### src/rtl/alu_seq.sv
// Registered ALU with valid/ready handshakes, NZCV-style flags and a
// multi-cycle shift-add unsigned multiplier.
module alu_seq #(
  parameter  int unsigned WIDTH = 8,
  localparam int unsigned CNTW  = $clog2(WIDTH) + 1
) (
  input  logic             clk,
  input  logic             rst,
  input  logic             in_valid,
  output logic             in_ready,
  input  logic [WIDTH-1:0] a,
  input  logic [WIDTH-1:0] b,
  input  logic [3:0]       op,
  output logic             out_valid,
  input  logic             out_ready,
  output logic [WIDTH-1:0] result,
  output logic             carry,
  output logic             zero,
  output logic             neg,
  output logic             ovf
);

  localparam int unsigned PW = 2 * WIDTH;

  localparam logic [3:0] OP_AND = 4'b0000;
  localparam logic [3:0] OP_OR  = 4'b0001;
  localparam logic [3:0] OP_NOT = 4'b0010;
  localparam logic [3:0] OP_ADD = 4'b0011;
  localparam logic [3:0] OP_SUB = 4'b0100;
  localparam logic [3:0] OP_XOR = 4'b0101;
  localparam logic [3:0] OP_SHL = 4'b0110;
  localparam logic [3:0] OP_SHR = 4'b0111;
  localparam logic [3:0] OP_MUL = 4'b1000;

  typedef enum logic [0:0] {
    ST_IDLE = 1'b0,
    ST_MUL  = 1'b1
  } state_t;

  state_t state_q;
  state_t state_d;

  logic accept;
  logic mul_start;
  logic mul_step;
  logic mul_done;
  logic is_mul;

  logic [CNTW-1:0]  cnt_q;
  logic [PW-1:0]    mcand_q;
  logic [WIDTH-1:0] mplier_q;
  logic [PW-1:0]    acc_q;
  logic [PW-1:0]    acc_nxt;

  logic [WIDTH-1:0] res_c;
  logic             carry_c;
  logic             ovf_c;
  logic [WIDTH:0]   sum_w;
  logic [WIDTH:0]   diff_w;
  logic             shift_oob;

  logic [WIDTH-1:0] ld_res;
  logic             ld_carry;
  logic             ld_ovf;

  assign is_mul = (op == OP_MUL);

  // State register
  always_ff @(posedge clk or posedge rst) begin
    if (rst) begin
      state_q <= ST_IDLE;
    end else begin
      state_q <= state_d;
    end
  end

  // Next-state logic
  always_comb begin
    state_d = state_q;
    case (state_q)
      ST_IDLE: if (mul_start) state_d = ST_MUL;
      ST_MUL:  if (mul_done)  state_d = ST_IDLE;
      default: state_d = ST_IDLE;
    endcase
  end

  // FSM outputs and handshake decode
  always_comb begin
    in_ready  = 1'b0;
    accept    = 1'b0;
    mul_start = 1'b0;
    mul_step  = 1'b0;
    mul_done  = 1'b0;
    case (state_q)
      ST_IDLE: begin
        in_ready  = !out_valid || out_ready;
        accept    = in_valid && in_ready;
        mul_start = accept && is_mul;
      end
      ST_MUL: begin
        mul_step = 1'b1;
        mul_done = (cnt_q == CNTW'(WIDTH - 1));
      end
      default: ;
    endcase
  end

  // Single-cycle operation results
  always_comb begin
    res_c     = '0;
    carry_c   = 1'b0;
    ovf_c     = 1'b0;
    sum_w     = {1'b0, a} + {1'b0, b};
    diff_w    = {1'b0, a} - {1'b0, b};
    shift_oob = (32'(b) >= WIDTH);
    case (op)
      OP_AND: res_c = a & b;
      OP_OR:  res_c = a | b;
      OP_NOT: res_c = ~a;
      OP_ADD: begin
        res_c   = sum_w[WIDTH-1:0];
        carry_c = sum_w[WIDTH];
        ovf_c   = (a[WIDTH-1] == b[WIDTH-1]) && (sum_w[WIDTH-1] != a[WIDTH-1]);
      end
      OP_SUB: begin
        res_c   = diff_w[WIDTH-1:0];
        carry_c = diff_w[WIDTH];
        ovf_c   = (a[WIDTH-1] != b[WIDTH-1]) && (diff_w[WIDTH-1] != a[WIDTH-1]);
      end
      OP_XOR: res_c = a ^ b;
      OP_SHL: res_c = shift_oob ? '0 : (a << b);
      OP_SHR: res_c = shift_oob ? '0 : (a >> b);
      default: res_c = '0;
    endcase
  end

  // One shift-add step: add the shifted multiplicand when the current multiplier bit is set
  assign acc_nxt = acc_q + (mplier_q[0] ? mcand_q : PW'(0));

  always_ff @(posedge clk or posedge rst) begin
    if (rst) begin
      cnt_q    <= '0;
      mcand_q  <= '0;
      mplier_q <= '0;
      acc_q    <= '0;
    end else if (mul_start) begin
      cnt_q    <= '0;
      mcand_q  <= PW'(a);
      mplier_q <= b;
      acc_q    <= '0;
    end else if (mul_step) begin
      cnt_q    <= cnt_q + CNTW'(1);
      mcand_q  <= mcand_q << 1;
      mplier_q <= mplier_q >> 1;
      acc_q    <= acc_nxt;
    end
  end

  // Output register source: finished product or single-cycle result
  always_comb begin
    ld_res   = res_c;
    ld_carry = carry_c;
    ld_ovf   = ovf_c;
    if (mul_done) begin
      ld_res   = acc_nxt[WIDTH-1:0];
      ld_carry = 1'b0;
      ld_ovf   = |acc_nxt[PW-1:WIDTH];
    end
  end

  // Output registers; held while the consumer stalls
  always_ff @(posedge clk or posedge rst) begin
    if (rst) begin
      out_valid <= 1'b0;
      result    <= '0;
      carry     <= 1'b0;
      zero      <= 1'b0;
      neg       <= 1'b0;
      ovf       <= 1'b0;
    end else if ((accept && !is_mul) || mul_done) begin
      out_valid <= 1'b1;
      result    <= ld_res;
      carry     <= ld_carry;
      zero      <= (ld_res == '0);
      neg       <= ld_res[WIDTH-1];
      ovf       <= ld_ovf;
    end else if (out_ready) begin
      out_valid <= 1'b0;
    end
  end

endmodule

### config.mk
export PLATFORM = sky130hd
export DESIGN_NAME = alu_seq
export DESIGN_NICKNAME = d
export VERILOG_FILES = /design/src/rtl/alu_seq.sv
export SDC_FILE = /design/constraint.sdc
export NUM_CORES = 1
export LEC_CHECK = 0
export CAP_MARGIN = 20
export CORE_MARGIN = 4
export CORE_UTILIZATION = 62
export CTS_BUF_LIST = sky130_fd_sc_hd__clkbuf_8
export CTS_CLUSTER_DIAMETER = 60
export DETAILED_ROUTE_END_ITERATION = 7
export PLACE_DENSITY = 0.92
export SLEW_MARGIN = 10
export SYNTH_ARGS = -nofsm -noshare
export SYNTH_HDL_FRONTEND = slang
export SYNTH_SLANG_ARGS = --single-unit
### constraint.sdc
create_clock -name clk -period 3.3 [get_ports clk]
set_input_delay 0.66 -clock clk [delete_from_list [all_inputs] [get_ports clk]]
set_output_delay 0.66 -clock clk [all_outputs]
set_load 0.01 [all_outputs]
; Word level (Yosys, flattened, before mapping)
; Cells that the tools add are included.
[word_totals]
ff_bits = 58
in_bits = 24
output_inout_bits = 14
elab_cells = 77
[classes]
add_sub_neg = 4
n_lt_le_gt_ge = 1
eq_ne = 13
shifts = 2
n_mux = 27
bitwise = 5
reduce_logical = 14
[op_table]
columns = operator, count
row1 = two-way mux 16 bit, 5
row2 = case mux 8 bit (8 select lines), 1
row3 = two-way mux 8 bit, 5
row4 = "equality test 4 x 3 -> 1 bit, second input constant", 5
row5 = adder 16 bit, 1
row6 = two-way mux 1 bit, 11
row7 = adder 8 x 8 -> 9 bit, 1
row8 = subtractor 8 x 8 -> 9 bit, 1
row9 = AND 8 bit, 1
row10 = "equality test 4 x 2 -> 1 bit, second input constant", 2
row11 = ">= comparator 8 x 4 -> 1 bit, second input constant", 1
row12 = zero test 8 bit, 1
row13 = two-way mux 4 bit, 2
row14 = NOT 8 bit, 1
row15 = bitwise OR 8 bit, 1
row16 = OR reduction 8 bit, 1
row17 = left shift 8 x 8 -> 8 bit, 1
row18 = >> shifter 8 x 8 -> 8 bit, 1
row19 = XOR 8 bit, 1
row20 = case mux 1 bit (2 select lines), 3
row21 = logical AND 1 bit, 5
row22 = "adder 4 x 1 -> 4 bit, second input constant", 1
row23 = "equality test 4 x 1 -> 1 bit, second input constant", 1
row24 = "equality test 4 bit, second input constant", 1
row25 = other kinds (7), 12

; Logic depth before layout (Yosys ltp)
[depth]
ltp_word = 7
depth_mapped = 12

; Worst setup path before layout
; OpenSTA, ideal clock, no wires.
[synth_timing]
kind = input to register
startpoint = in a[0]
endpoint = reg zero
arrival_time_ps = 2823
t_required_ps = 3233
setup_slack_ps = 410
path_stages = 8
path_buffers = 0
cell_sequence = ha_1 -> fa_1 -> mux4_2 -> a221o_1 -> o32ai_2 -> nand4_1 -> nor3_2 -> a32o_1
[synth_between]
elab_chain_cells = 5
elab_cells_between_ends = 13
classes_between = add/sub: 2 / shift: 2 / mux: 4 / bitwise: 4 / reduce/logical: 1
[synth_rtl]
columns = item, line_no
row1 = "start, declared", 11  ; input logic [WIDTH-1:0] a,
row2 = "parallel branches: the longest is 2 deep, another holds subtractor 8 x 8 -> 9 bit", n/a
row3 = case mux 8 bit (8 select lines) *, 116  ; case (op)
row4 = two-way mux 8 bit *, 164  ; if (mul_done) begin
row5 = zero test 8 bit *, 184  ; zero <= (ld_res == '0);
row6 = "end signal, assigned", 184
row7 = "end, declared", 18  ; output logic zero,
; Mark *: on every way between the ends.
; A chain may end at the register's enable or synchronous reset.

; Worst setup path after layout
[layout_timing]
startpoint = in b[0]
endpoint = reg zero
[layout_between]
elab_chain_cells = 5
elab_cells_between_ends = 13
classes_between = add/sub: 2 / order compare: 1 / shift: 2 / mux: 4 / bitwise: 3 / reduce/logical: 1
[layout_rtl]
columns = item, line_no
row1 = "start, declared", 12  ; input logic [WIDTH-1:0] b,
row2 = ">= comparator 8 x 4 -> 1 bit, or another cell as far along", 115  ; shift_oob = (32'(b) >= WIDTH);
row3 = "two-way mux 8 bit, on equally long branches", "132, 131"
row4 = case mux 8 bit (8 select lines) *, 116
row5 = two-way mux 8 bit *, 164
row6 = zero test 8 bit *, 184
; Mark *: on every way between the ends. The rest lies on a longest branch, timed or not.

==> impl_metrics.csv <==
group,metric,value,unit
job,cap_violations,0,
yosys,syn_avg_cell_area,7.94,um^2
timing,setup_viol,0,
timing,relSlewSlack,29.8,%
timing,post-route-min-period,3180,ps
worst_setup_path,worstPathCellList,"clkdlybuf4s50_1 > ha_1 > fa_1 > mux4_2 > a221o_1 > o32ai_2 > nand4_1 > nor3_2 > a32o_1",
timing,worst_slack,121,ps
worst_setup_path,critPathRequiredTime,3580,ps
yosys,synth_top_area_share,28.1,%
placement,hpwl,12.5,mm
global_routing,grt_pass1_vias,5440,
global_routing,grt_pass1_wl,27.5,mm
yosys,synth-warning-count,0,
timing,fin_setup_tns,0,ps
timing,fin_skew,10.4,ps
floorplanning,row_count,32,
placement,pre_cts_ws,-210,ps
final_layout,seqCellArea,1430,um^2
yosys,synth_nets,707,
yosys,ys_async_sr_fraction,100,%
yosys,synth_cell_types,65,
final_layout,antenna_cells,0,
cts,cts_tree,"built",
detailed_routing,drc,0,
power,irDropWorstVdd,389,uV
detailed_routing,num_vias,5473,
final_layout,drive_above_1_share,14.7,%
floorplanning,io_pins,38,
global_routing,grt_use_met1,46.6,%
cts,numClockSinks,57,
worst_setup_path,cp_max_fo,2,
timing,slew_violations,0,
yosys,synth_edf_count,0,
floorplanning,core-area,7850,um^2
yosys,syn-cell-area,5080,um^2
yosys,synth_fa_ha_area_share,11.0,%
cts,clkLatencyLatePin,350,ps
yosys,synth_top_family_by_area,"compound AO/OA/AOI/OAI gates",
run_status,status,"complete, no violations",
power,p_leak,2.78,nW
timing,rsz0062_at_grt,"no",
yosys,synth.area.top_cells,"dfrtp_1, ha_1, nand2_1",
yosys,synth-compound-area-share,24.9,%
timing,worst_pin_slew,1050,ps
worst_setup_path,arrival,3460,ps
yosys,syn_inst,640,
yosys,synthXorXnorAreaFrac,2.07,%
worst_setup_path,crit_type,"input port to flip-flop",
global_routing,overflow,0,
cts,htreeDepth,3,
timing,hold_viol_final,0,
global_routing,grt_max_degree,49,
floorplanning,dieWidth,98.5,um
cts,path_clk_slew,70,ps
timing,max_freq,315,MHz
final_layout,multi_input_area,3400,um^2
yosys,synth_mux_area_share,5.71,%
detailed_routing,dr.pass1.iters,5,
yosys,ys_ff_latch,57,
global_routing,met3_usage,9.77,%
cts,clockRootBuffer,"clkbuf_8",
worst_setup_path,critPathSlowestCell,"clkdlybuf4s50_1",
worst_setup_path,crit_path_max_incr_delay,500,ps
detailed_routing,avgViaCountPerCell,6.59,
power,p_per_area,549,nW/um^2
yosys,synth_simple_gate_area_share,22.7,%
global_routing,grt-busiest-layer,"met2",
detailed_routing,ant_nets,0,
floorplanning,die_y,98.5,um
detailed_routing,wire_per_inst,19.8,um
worst_setup_path,start_kind,"input port",
floorplanning,start_util,64.8,%
cts,numCtsBuffers,9,
final_layout,fin_nets,790,
timing,fin_crit_sh,96.3,%
cts,hold_buffers,0,
global_routing,antenna_found_initial,0,
hold_path,hp-class,"flip-flop to flip-flop",
final_layout,area_growth,20.9,%
cts,clockBufferDepth,2,
detailed_routing,drt_iter0_markers,439,
placement,port_buffers,37,
floorplanning,die_area,9710,um^2
detailed_routing,routed_wirelength,16.5,mm
yosys,yosysSeqAreaShare,28.1,%
yosys,synth-main-ff-cell,"dfrtp_1",
worst_setup_path,crit_path_end_kind,"flip-flop",
global_routing,gr-usage-met2,54.9,%
global_routing,grt_usage,35.1,%
final_layout,n_fill_cell,557,
placement,routabilityCongestion,1.00,
yosys,yosysTopAreaCell,"dfrtp_1",
[critical path: cells and delay by family]
| family | cells | cell delay [ps] |
|---|---|---|
| buffers and inverters | 1 | 500 |
| AND/OR/NAND/NOR | 2 | 330 |
| AO/OA/AOI/OAI | 3 | 900 |
| multiplexers | 1 | 470 |
| adder cells (fa/ha/maj) | 2 | 600 |
[per-layer routing]
layer	vias up	wire length, um
met3	84	1720
li1	2479	-
met5	-	0
met2	352	7480
met4	0	628
met1	2558	6650
[sequential cells by signal, summed over array words and instances (netlist names)]
name       count
carry          1
zero           1
out_valid      1
ovf            1
cnt_q          4
acc_q         16
result         8
mcand_q       16
state_q        1
mplier_q       8
[kinds of logic after synthesis]
kind of cell | after synthesis
buf+inv | 67
simple gates | 240
compound gates | 199
mux | 22
flops | 57
xor+xnor | 12
fa+ha+maj | 43
[cell usage after synthesis (10+ instances only)]
cell type,number
a21oi_1,49
and2_1,19
buf_2,11
clkbuf_1,18
dfrtp_1,57
ha_1,40
inv_1,31
mux2i_1,14
nand2_1,83
nand2b_1,12
nand3_1,11
nor2_1,58
nor3_1,10
o211ai_1,10
o21ai_0,45
o21ai_1,20
[layout by cell type, fill, tap and decap left out, types with 10 or more instances in the layout]
| cell | instances |
|---|---|
| clkbuf_8 | 11 |
| ha_1 | 40 |
| clkdlybuf4s50_1 | 37 |
| a21oi_1 | 49 |
| nor2_1 | 58 |
| dfrtp_1 | 56 |
| nand2b_1 | 12 |
| nand2_1 | 83 |
| mux2i_1 | 14 |
| and2_1 | 19 |
| o211ai_1 | 10 |
| nor3_1 | 10 |
| o21ai_0 | 45 |
| buf_4 | 69 |
| nand3_1 | 10 |
| inv_1 | 30 |
| o21ai_1 | 20 |
[path summary, 6_finish.rpt]
path                                          to  slack (ps)  depth (start not counted)                     from
min                        result[1]$_DFFE_PP0P_         490                          2    result[1]$_DFFE_PP0P_
max                             zero$_DFFE_PP0P_         120                          9                     b[0]
min reg2reg                result[1]$_DFFE_PP0P_         490                          2    result[1]$_DFFE_PP0P_
max reg2reg                      ovf$_DFFE_PP0P_         280                         10  mplier_q[0]$_DFFE_PP0P_
max in group asynchronous      state_q$_DFF_PP0_        2240                          3                      rst
min in group asynchronous   cnt_q[0]$_DFFE_PP0P_         690                          3                      rst
[power breakdown]
group	leakage [nW]	total, W	switching, W	internal, W
Sequential	0.758	0.00117	0.000222	0.000947
Clock	0.0911	0.000611	0.000302	0.000309
Combinational	1.94	0.00159	0.000915	0.000680
Total	2.78	0.00337	0.00144	0.00194
[per-stage QoR]
step / util (%) / instances / total power, W / cell area (um^2) / hold WS, ps
2_1_floorplan: - / 640 / 0.00209 / 5080 / 456
3_3_place_gp: 75.8 / 814 / 0.00259 / 5950 / 463
3_5_place_dp: 75.8 / 814 / 0.00270 / 5950 / 477
4_1_cts: 78.1 / 830 / 0.00332 / 6130 / 492
5_1_grt: 78.3 / 830 / 0.00359 / 6140 / 535
6_report: 78.3 / 830 / 0.00337 / 6140 / 489
[final cells by class]
type | instances | area share, %
Multi-Input combinational cell | 516 | 55.3
Sequential cell | 57 | 23.2
Timing Repair Buffer | 106 | 14.5
Clock buffer | 11 | 2.46
Tap cell | 102 | 2.08
Inverter | 33 | 2.02
Clock inverter | 5 | 0.489
[what timing repair did]
action / CTS / global route
resized for setup: 0 / 5
setup buffers: 0 / 0
endpoints found under the setup margin: 0 / 3
(Power assumes the default switching activity.)
